<file path="src/rtl/carregador_instrucoes_pkg.sv">
// rtl/carregador_instrucoes_pkg.sv - shared types and constants for the program loader
package pacote_carregador;

    localparam int ADDR_W_PADRAO     = 6;
    localparam int BYTES_POR_PALAVRA = 4;

    typedef enum logic [1:0] {
        OCIOSO,
        RECEBE,
        ESCREVE,
        LIBERA
    } estado_t;

endpackage

</file>
<file path="src/rtl/carregador_instrucoes_if.sv">
// rtl/carregador_instrucoes_if.sv - byte stream handshake between source and loader
interface carregador_instrucoes_if;

    logic       byte_valid;
    logic [7:0] byte_data;
    logic       byte_ready;

    modport master (
        output byte_valid,
        output byte_data,
        input  byte_ready
    );

    modport slave (
        input  byte_valid,
        input  byte_data,
        output byte_ready
    );

endinterface

</file>
<file path="src/rtl/carregador_instrucoes_montador_palavra.sv">
// rtl/carregador_instrucoes_montador_palavra.sv - little-endian byte-to-word assembler
module montador_palavra
    import pacote_carregador::*;
(
    input  logic        clk,
    input  logic        reset,
    input  logic        aceita,
    input  logic        limpa,
    input  logic [7:0]  byte_in,
    output logic [31:0] palavra,
    output logic        completa
);

    localparam int CW = $clog2(BYTES_POR_PALAVRA);

    logic [CW-1:0] contador;

    // Store each accepted byte in its lane; the counter wraps to 0 after the last lane
    always_ff @(posedge clk) begin
        if (reset) begin
            contador <= '0;
            palavra  <= '0;
        end else if (limpa) begin
            contador <= '0;
        end else if (aceita) begin
            palavra[8*contador +: 8] <= byte_in;
            contador                 <= contador + 1'b1;
        end
    end

    // High while the final byte of a word is being taken, so the FSM can move on at this edge
    assign completa = aceita && (contador == CW'(BYTES_POR_PALAVRA - 1));

endmodule

</file>
<file path="src/rtl/carregador_instrucoes.sv">
// rtl/carregador_instrucoes.sv - loads a byte stream into instruction memory and releases the core
module carregador_instrucoes
    import pacote_carregador::*;
#(
    parameter int ADDR_W = ADDR_W_PADRAO
) (
    input  logic                    clk,
    input  logic                    reset,
    input  logic                    start,
    input  logic [ADDR_W:0]         word_count,
    carregador_instrucoes_if.slave  fonte,
    output logic                    mem_we,
    output logic [ADDR_W-1:0]       mem_addr,
    output logic [31:0]             mem_wdata,
    output logic                    cpu_reset,
    output logic                    busy,
    output logic                    done
);

    localparam logic [ADDR_W:0] MAX_PALAVRAS = {1'b1, {ADDR_W{1'b0}}};
    localparam logic [ADDR_W:0] RESTANTE_UM  = {{ADDR_W{1'b0}}, 1'b1};

    estado_t         estado;
    estado_t         prox;
    logic [ADDR_W:0] restantes;
    logic            aceita;
    logic            limpa;
    logic            completa;
    logic [31:0]     palavra;

    // byte_ready is only high in RECEBE, so this is the handshake as seen at the edge
    assign aceita = (estado == RECEBE) && fonte.byte_valid && fonte.byte_ready;
    assign limpa  = (estado == OCIOSO) && start;

    montador_palavra u_montador (
        .clk      (clk),
        .reset    (reset),
        .aceita   (aceita),
        .limpa    (limpa),
        .byte_in  (fonte.byte_data),
        .palavra  (palavra),
        .completa (completa)
    );

    // The assembly register is already a flop and holds the full word during ESCREVE
    assign mem_wdata = palavra;

    // State register
    always_ff @(posedge clk) begin
        if (reset) begin
            estado <= OCIOSO;
        end else begin
            estado <= prox;
        end
    end

    // Next-state logic
    always_comb begin
        prox = estado;
        case (estado)
            OCIOSO:  if (start) prox = (word_count == '0) ? LIBERA : RECEBE;
            RECEBE:  if (completa) prox = ESCREVE;
            ESCREVE: prox = (restantes == RESTANTE_UM) ? LIBERA : RECEBE;
            LIBERA:  prox = OCIOSO;
            default: prox = OCIOSO;
        endcase
    end

    // Word counter and write address; the address holds on the final word so it cannot wrap
    always_ff @(posedge clk) begin
        if (reset) begin
            restantes <= '0;
            mem_addr  <= '0;
        end else if (limpa) begin
            restantes <= (word_count > MAX_PALAVRAS) ? MAX_PALAVRAS : word_count;
            mem_addr  <= '0;
        end else if (estado == ESCREVE) begin
            restantes <= restantes - 1'b1;
            if (restantes != RESTANTE_UM) begin
                mem_addr <= mem_addr + 1'b1;
            end
        end
    end

    // Status outputs registered from the next state, keeping byte_valid off the byte_ready path
    always_ff @(posedge clk) begin
        if (reset) begin
            fonte.byte_ready <= 1'b0;
            mem_we           <= 1'b0;
            busy             <= 1'b0;
            done             <= 1'b0;
            cpu_reset        <= 1'b1;
        end else begin
            fonte.byte_ready <= (prox == RECEBE);
            mem_we           <= (prox == ESCREVE);
            busy             <= (prox == RECEBE) || (prox == ESCREVE);
            done             <= (prox == LIBERA);
            if ((prox == RECEBE) || (prox == ESCREVE)) begin
                cpu_reset <= 1'b1;
            end else if (prox == LIBERA) begin
                cpu_reset <= 1'b0;
            end
        end
    end

endmodule

</file>
<file path="src/flat_wrapper.sv">
// flat-port wrapper written by rule: the top's interface ports become plain ports
module carregador_instrucoes_flat import pacote_carregador::*;
#(
    parameter int ADDR_W = ADDR_W_PADRAO
)
  (clk, reset, start, word_count, mem_we, mem_addr, mem_wdata, cpu_reset, busy, done, fonte_byte_valid, fonte_byte_data, fonte_byte_ready);
  carregador_instrucoes_if fonte_i ();
  input  logic clk;
  input  logic reset;
  input  logic start;
  input  logic [ADDR_W:0] word_count;
  output logic mem_we;
  output logic [ADDR_W-1:0] mem_addr;
  output logic [31:0] mem_wdata;
  output logic cpu_reset;
  output logic busy;
  output logic done;
  input wire logic [$bits(fonte_i.byte_valid)-1:0] fonte_byte_valid;
  input wire logic [$bits(fonte_i.byte_data)-1:0] fonte_byte_data;
  output wire logic [$bits(fonte_i.byte_ready)-1:0] fonte_byte_ready;
  assign fonte_i.byte_valid = fonte_byte_valid;
  assign fonte_i.byte_data = fonte_byte_data;
  assign fonte_byte_ready = fonte_i.byte_ready;
  carregador_instrucoes #(.ADDR_W(ADDR_W)) u_core (.clk(clk), .reset(reset), .start(start), .word_count(word_count), .fonte(fonte_i), .mem_we(mem_we), .mem_addr(mem_addr), .mem_wdata(mem_wdata), .cpu_reset(cpu_reset), .busy(busy), .done(done));
endmodule
</file>
<file path="config.mk">
export PLATFORM = sky130hd
export DESIGN_NAME = carregador_instrucoes_flat
export DESIGN_NICKNAME = d
export VERILOG_FILES = /design/src/rtl/carregador_instrucoes_pkg.sv /design/src/rtl/carregador_instrucoes_if.sv /design/src/rtl/carregador_instrucoes_montador_palavra.sv /design/src/rtl/carregador_instrucoes.sv /design/src/flat_wrapper.sv
export SDC_FILE = /design/constraint.sdc
export NUM_CORES = 1
export LEC_CHECK = 0
export ABC_AREA = 1
export ABC_CLOCK_PERIOD_IN_PS = 1850
export CAP_MARGIN = 40
export CORE_AREA = 2 2 77 79
export DETAILED_ROUTE_END_ITERATION = 8
export DIE_AREA = 0 0 79 81
export PLACE_DENSITY = 0.78
export SLEW_MARGIN = 5
export SYNTH_ARGS = -nofsm -noshare
export SYNTH_HDL_FRONTEND = slang
export SYNTH_SLANG_ARGS = --single-unit
</file>
<file path="constraint.sdc">
create_clock -name clk -period 1.85 [get_ports clk]
set_input_delay 0.2775 -clock clk [delete_from_list [all_inputs] [get_ports clk]]
set_output_delay 0.2775 -clock clk [all_outputs]
set_load 0.01 [all_outputs]
</file>
==> summary.txt <==
Run status
  • Status: finished, final reports clean

Synth
  • Number of cells produced by synthesis: 370
  • Mux share of post-synthesis cell area: 0
  • Post-synth net total: 400
  • Share of the synthesized area in the top cell type: 0.4019
  • Syn avg cell area: between 7 and 8 um^2
  • Post-Syn Area: 2690 um^2
  • Top post-synthesis cells by area: dfxtp_1, nand2_1, a21oi_1, nand3_1, nor2_1
  • Post-Synth XOR/XNOR Area: 0.009767
  • Post-Synth Simple-Gate Area: 0.3247
  • Unique masters post-synth: 32
  • Combinational family with the most area after synthesis: simple AND/OR/NAND/NOR gates
  • Top cell type by total area after synthesis: dfxtp_1
  • Yosys warnings: 0
  • FF+latch count, synth: 54
  • Post-Synth Adder-Cell Area: 0.05116
  • Sequential area share after synthesis: 0.4019
  • Synth Area in Compound Gates: 0.1209

Clocking
  • CTS tree: built
  • Sink Count: 54
  • Clock tree buffer depth: 2
  • CTS root buf: clkbuf_8
  • Num CTS Buffers: 5
  • Clock Pin Slew Worst Setup and Hold Paths: about 0.1 ns
  • Clk_lat worst skew: 0.31 ns
  • H-tree levels: 2

Timing
  • Max_slew headroom: 0.7680
  • Count of pins over their slew limit: 0
  • Setup TNS Final: 0 ns
  • Clk_skew: ~0.014 ns
  • Worst-Margin Slew: 0.3480 ns
  • Crit path time final: 1.639 ns
  • Final Cycle Share: 0.8857
  • Setup violators final: 0
  • Maximum clock rate: between 0.6 and 0.7 GHz
  • Unrepaired setup endpoints after global routing: false
  • Final Hold Fails: 0

Finish
  • Inserted Diodes: 0
  • Layout cell share with drive strength beyond 1: 0.08986
  • Area growth syn-to-layout: 28.84%
  • Final nets: 463

Worst setup path
  • Worst setup EP type: flip-flop
  • CP max-delay cell: dfxtp_1
  • Worst path cell trace: inv_1 -> ha_1 -> buf_4 -> nand2_1 -> nor3_1 -> nand3_1 -> a21oi_1
  • Max FO, Critical Path: 8
  • Buf/Inv on CP: 2
  • Worst Setup Start Kind: flip-flop
  • Cell family with the largest share of critical-path delay: simple AND/OR/NAND/NOR gates
  • Worst Path Class, Setup: flip-flop to flip-flop
  • Worst path arrival time: around 1.9 ns
  • CP required: between 2 and 2.5 ns
  • Crit path largest cell delay: roughly 0.40 ns

Detailed routing
  • Total vias in the final route: between 2000 and 3000
  • Drt wl/cell: 12.34 um
  • Vias/cell: 5.059
  • DRT iter0 DRCs: 200
  • Total wire length: 6279 um
  • Drt first pass iters: 5
  • # DRC: 0
  • Antenna-violating nets left: 0

Floorplanning
  • Row cnt: 28
  • Core area: 5675 um^2
  • Die Span X: 79 um
  • Die Area: 6399 um^2
  • Num ports: 62
  • Starting Density: 0.4740
  • Chip height: 81 um

Min path
  • Worst hold path type: flip-flop to flip-flop

GRT
  • Vias in the first global route: 2457
  • Largest net degree at the start of global routing: 31
  • Met1 GRT Util: 0.2607
  • Initial antenna violation count: 0
  • GRT overflow: 0
  • GRT busiest layer: met2
  • Met2 usage: 0.3483
  • Gr usage total: 0.2076
  • First-pass GRT wire length: 10670 um
  • Met3 Resource Use GR: 0.04222

Power
  • Tot Pwr: about 2.2 mW
  • Power Density: 630.3 nW/um^2
  • Peak VDD IR: around 0.00043 V
  • Leakage power: 1.370 nW

Place
  • Final Wtd Congestion: 0.8688
  • Post-DP HPWL: 4711 um
  • IO buf count: 61

Flow run
  • Maxcap violations: 0
[stage by stage]
stage / cells / utilization / hold WS (ns) / worst slack [ns] / area (um^2)
after CTS: 509 / 0.6107 / 0.4715 / 0.1791 / 3466
after floorplan: 370 / - / 0.4174 / 0.2328 / 2690
final: 509 / 0.6107 / 0.4721 / 0.2115 / 3466
after global routing: 509 / 0.6107 / 0.4815 / 0.02971 / 3466
after global placement: 501 / 0.5933 / 0.4533 / 0.07573 / 3367
after detailed placement: 501 / 0.5933 / 0.4560 / 0.03770 / 3367
[area by class of cell]
cell class	count	area, um^2
Fill cell	525	2210
Multi-Input combinational cell	262	1363
Sequential cell	54	1081
Timing Repair Buffer	70	678.2
Inverter	40	151.4
Tap cell	75	93.84
Clock buffer	6	82.58
Clock inverter	2	16.27
[layout by cell type, fill, tap and decap left out, drive strengths merged]
cell	n
o21ai	13
clkbuf	6
nand2	85
nor3	6
inv	40
o211ai	1
nand3	38
or2	1
clkdlybuf4s50	61
xor2	2
o21bai	1
ha	11
xnor2	1
dfxtp	54
buf	9
a21oi	46
nand4	12
clkinv	1
clkinvlp	1
a211oi	1
nor2	44
[state kept, by name, indices dropped and copies added, names as in the netlist]
name                        flops
u_core.u_montador.palavra      32
u_core.restantes                7
u_core.mem_addr                 6
u_core.estado                   2
u_core.u_montador.contador      2
u_core.busy                     1
u_core.cpu_reset                1
u_core.done                     1
u_core.fonte.byte_ready         1
u_core.mem_we                   1
[worst register-to-register path, delay by kind of cell (launching register included)]
| family | cells | cell delay (ns) |
|---|---|---|
| AND/OR/NAND/NOR | 3 | 0.45 |
| flip-flops | 1 | 0.40 |
| adder cells (fa/ha/maj) | 1 | 0.32 |
| buffers and inverters | 2 | 0.25 |
| AO/OA/AOI/OAI | 1 | 0.15 |
[per-layer routing]
metal	up-vias	wire length, um	part of all wire
li1	1332	-	-
met1	1151	2852	0.45
met2	82	2980	0.47
met3	10	349	0.056
met4	0	97	0.015
met5	-	0	0
[cells in the mapped netlist]
cell type / n
o21ai_1: 2
buf_12: 1
ha_1: 11
buf_2: 6
or2_2: 1
nand3_4: 1
nor2_1: 41
inv_1: 34
nand2_8: 1
a21oi_1: 46
buf_6: 2
o21ai_0: 9
nand2_1: 79
nor2_2: 2
a211oi_1: 1
nor2_8: 1
buf_4: 1
nand3_1: 36
clkinv_2: 1
nor3_1: 6
o21bai_1: 1
o211ai_1: 1
nand2_4: 4
o21ai_2: 2
clkbuf_1: 4
inv_2: 5
nand4_1: 12
nand2_2: 1
dfxtp_1: 54
xor2_1: 2
xnor2_1: 1
nand3_2: 1
[path summary, 6_finish.rpt]
kind,from,cells after the start,endpoint,slack (ns)
worst max-delay path,u_core.u_montador.contador[1],7,u_core.u_montador.palavra[23],0.21
worst min-delay path,u_core.u_montador.palavra[2],2,u_core.u_montador.palavra[2],0.47
worst max register to register,u_core.u_montador.contador[1],7,u_core.u_montador.palavra[23],0.21
worst min register to register,u_core.u_montador.palavra[2],2,u_core.u_montador.palavra[2],0.47
[logic make-up (layout without fill, tap and decap cells)]
family / Yosys count / in the layout
and+or+nand+nor: 186 / 186
AOI/OAI and AO/OA: 62 / 62
DFF: 54 / 54
buffers and inverters: 54 / 118
adders and majority gates: 11 / 11
xor gates and xnor gates: 3 / 3
[repair_timing]
item / in CTS / in global routing
setup buffers: 0 / 0
gates resized for setup: 0 / 2
hold buffers: 0 / 0
endpoints found under the setup margin: 0 / 9
[where the power goes]
group          switching [mW]  internal [mW]  leakage (nW)
Combinational           0.165          0.114         0.885
Clock                   0.395          0.309        0.0478
Sequential             0.0176           1.18         0.437
Note: power is estimated with default switching activity, not from simulation.
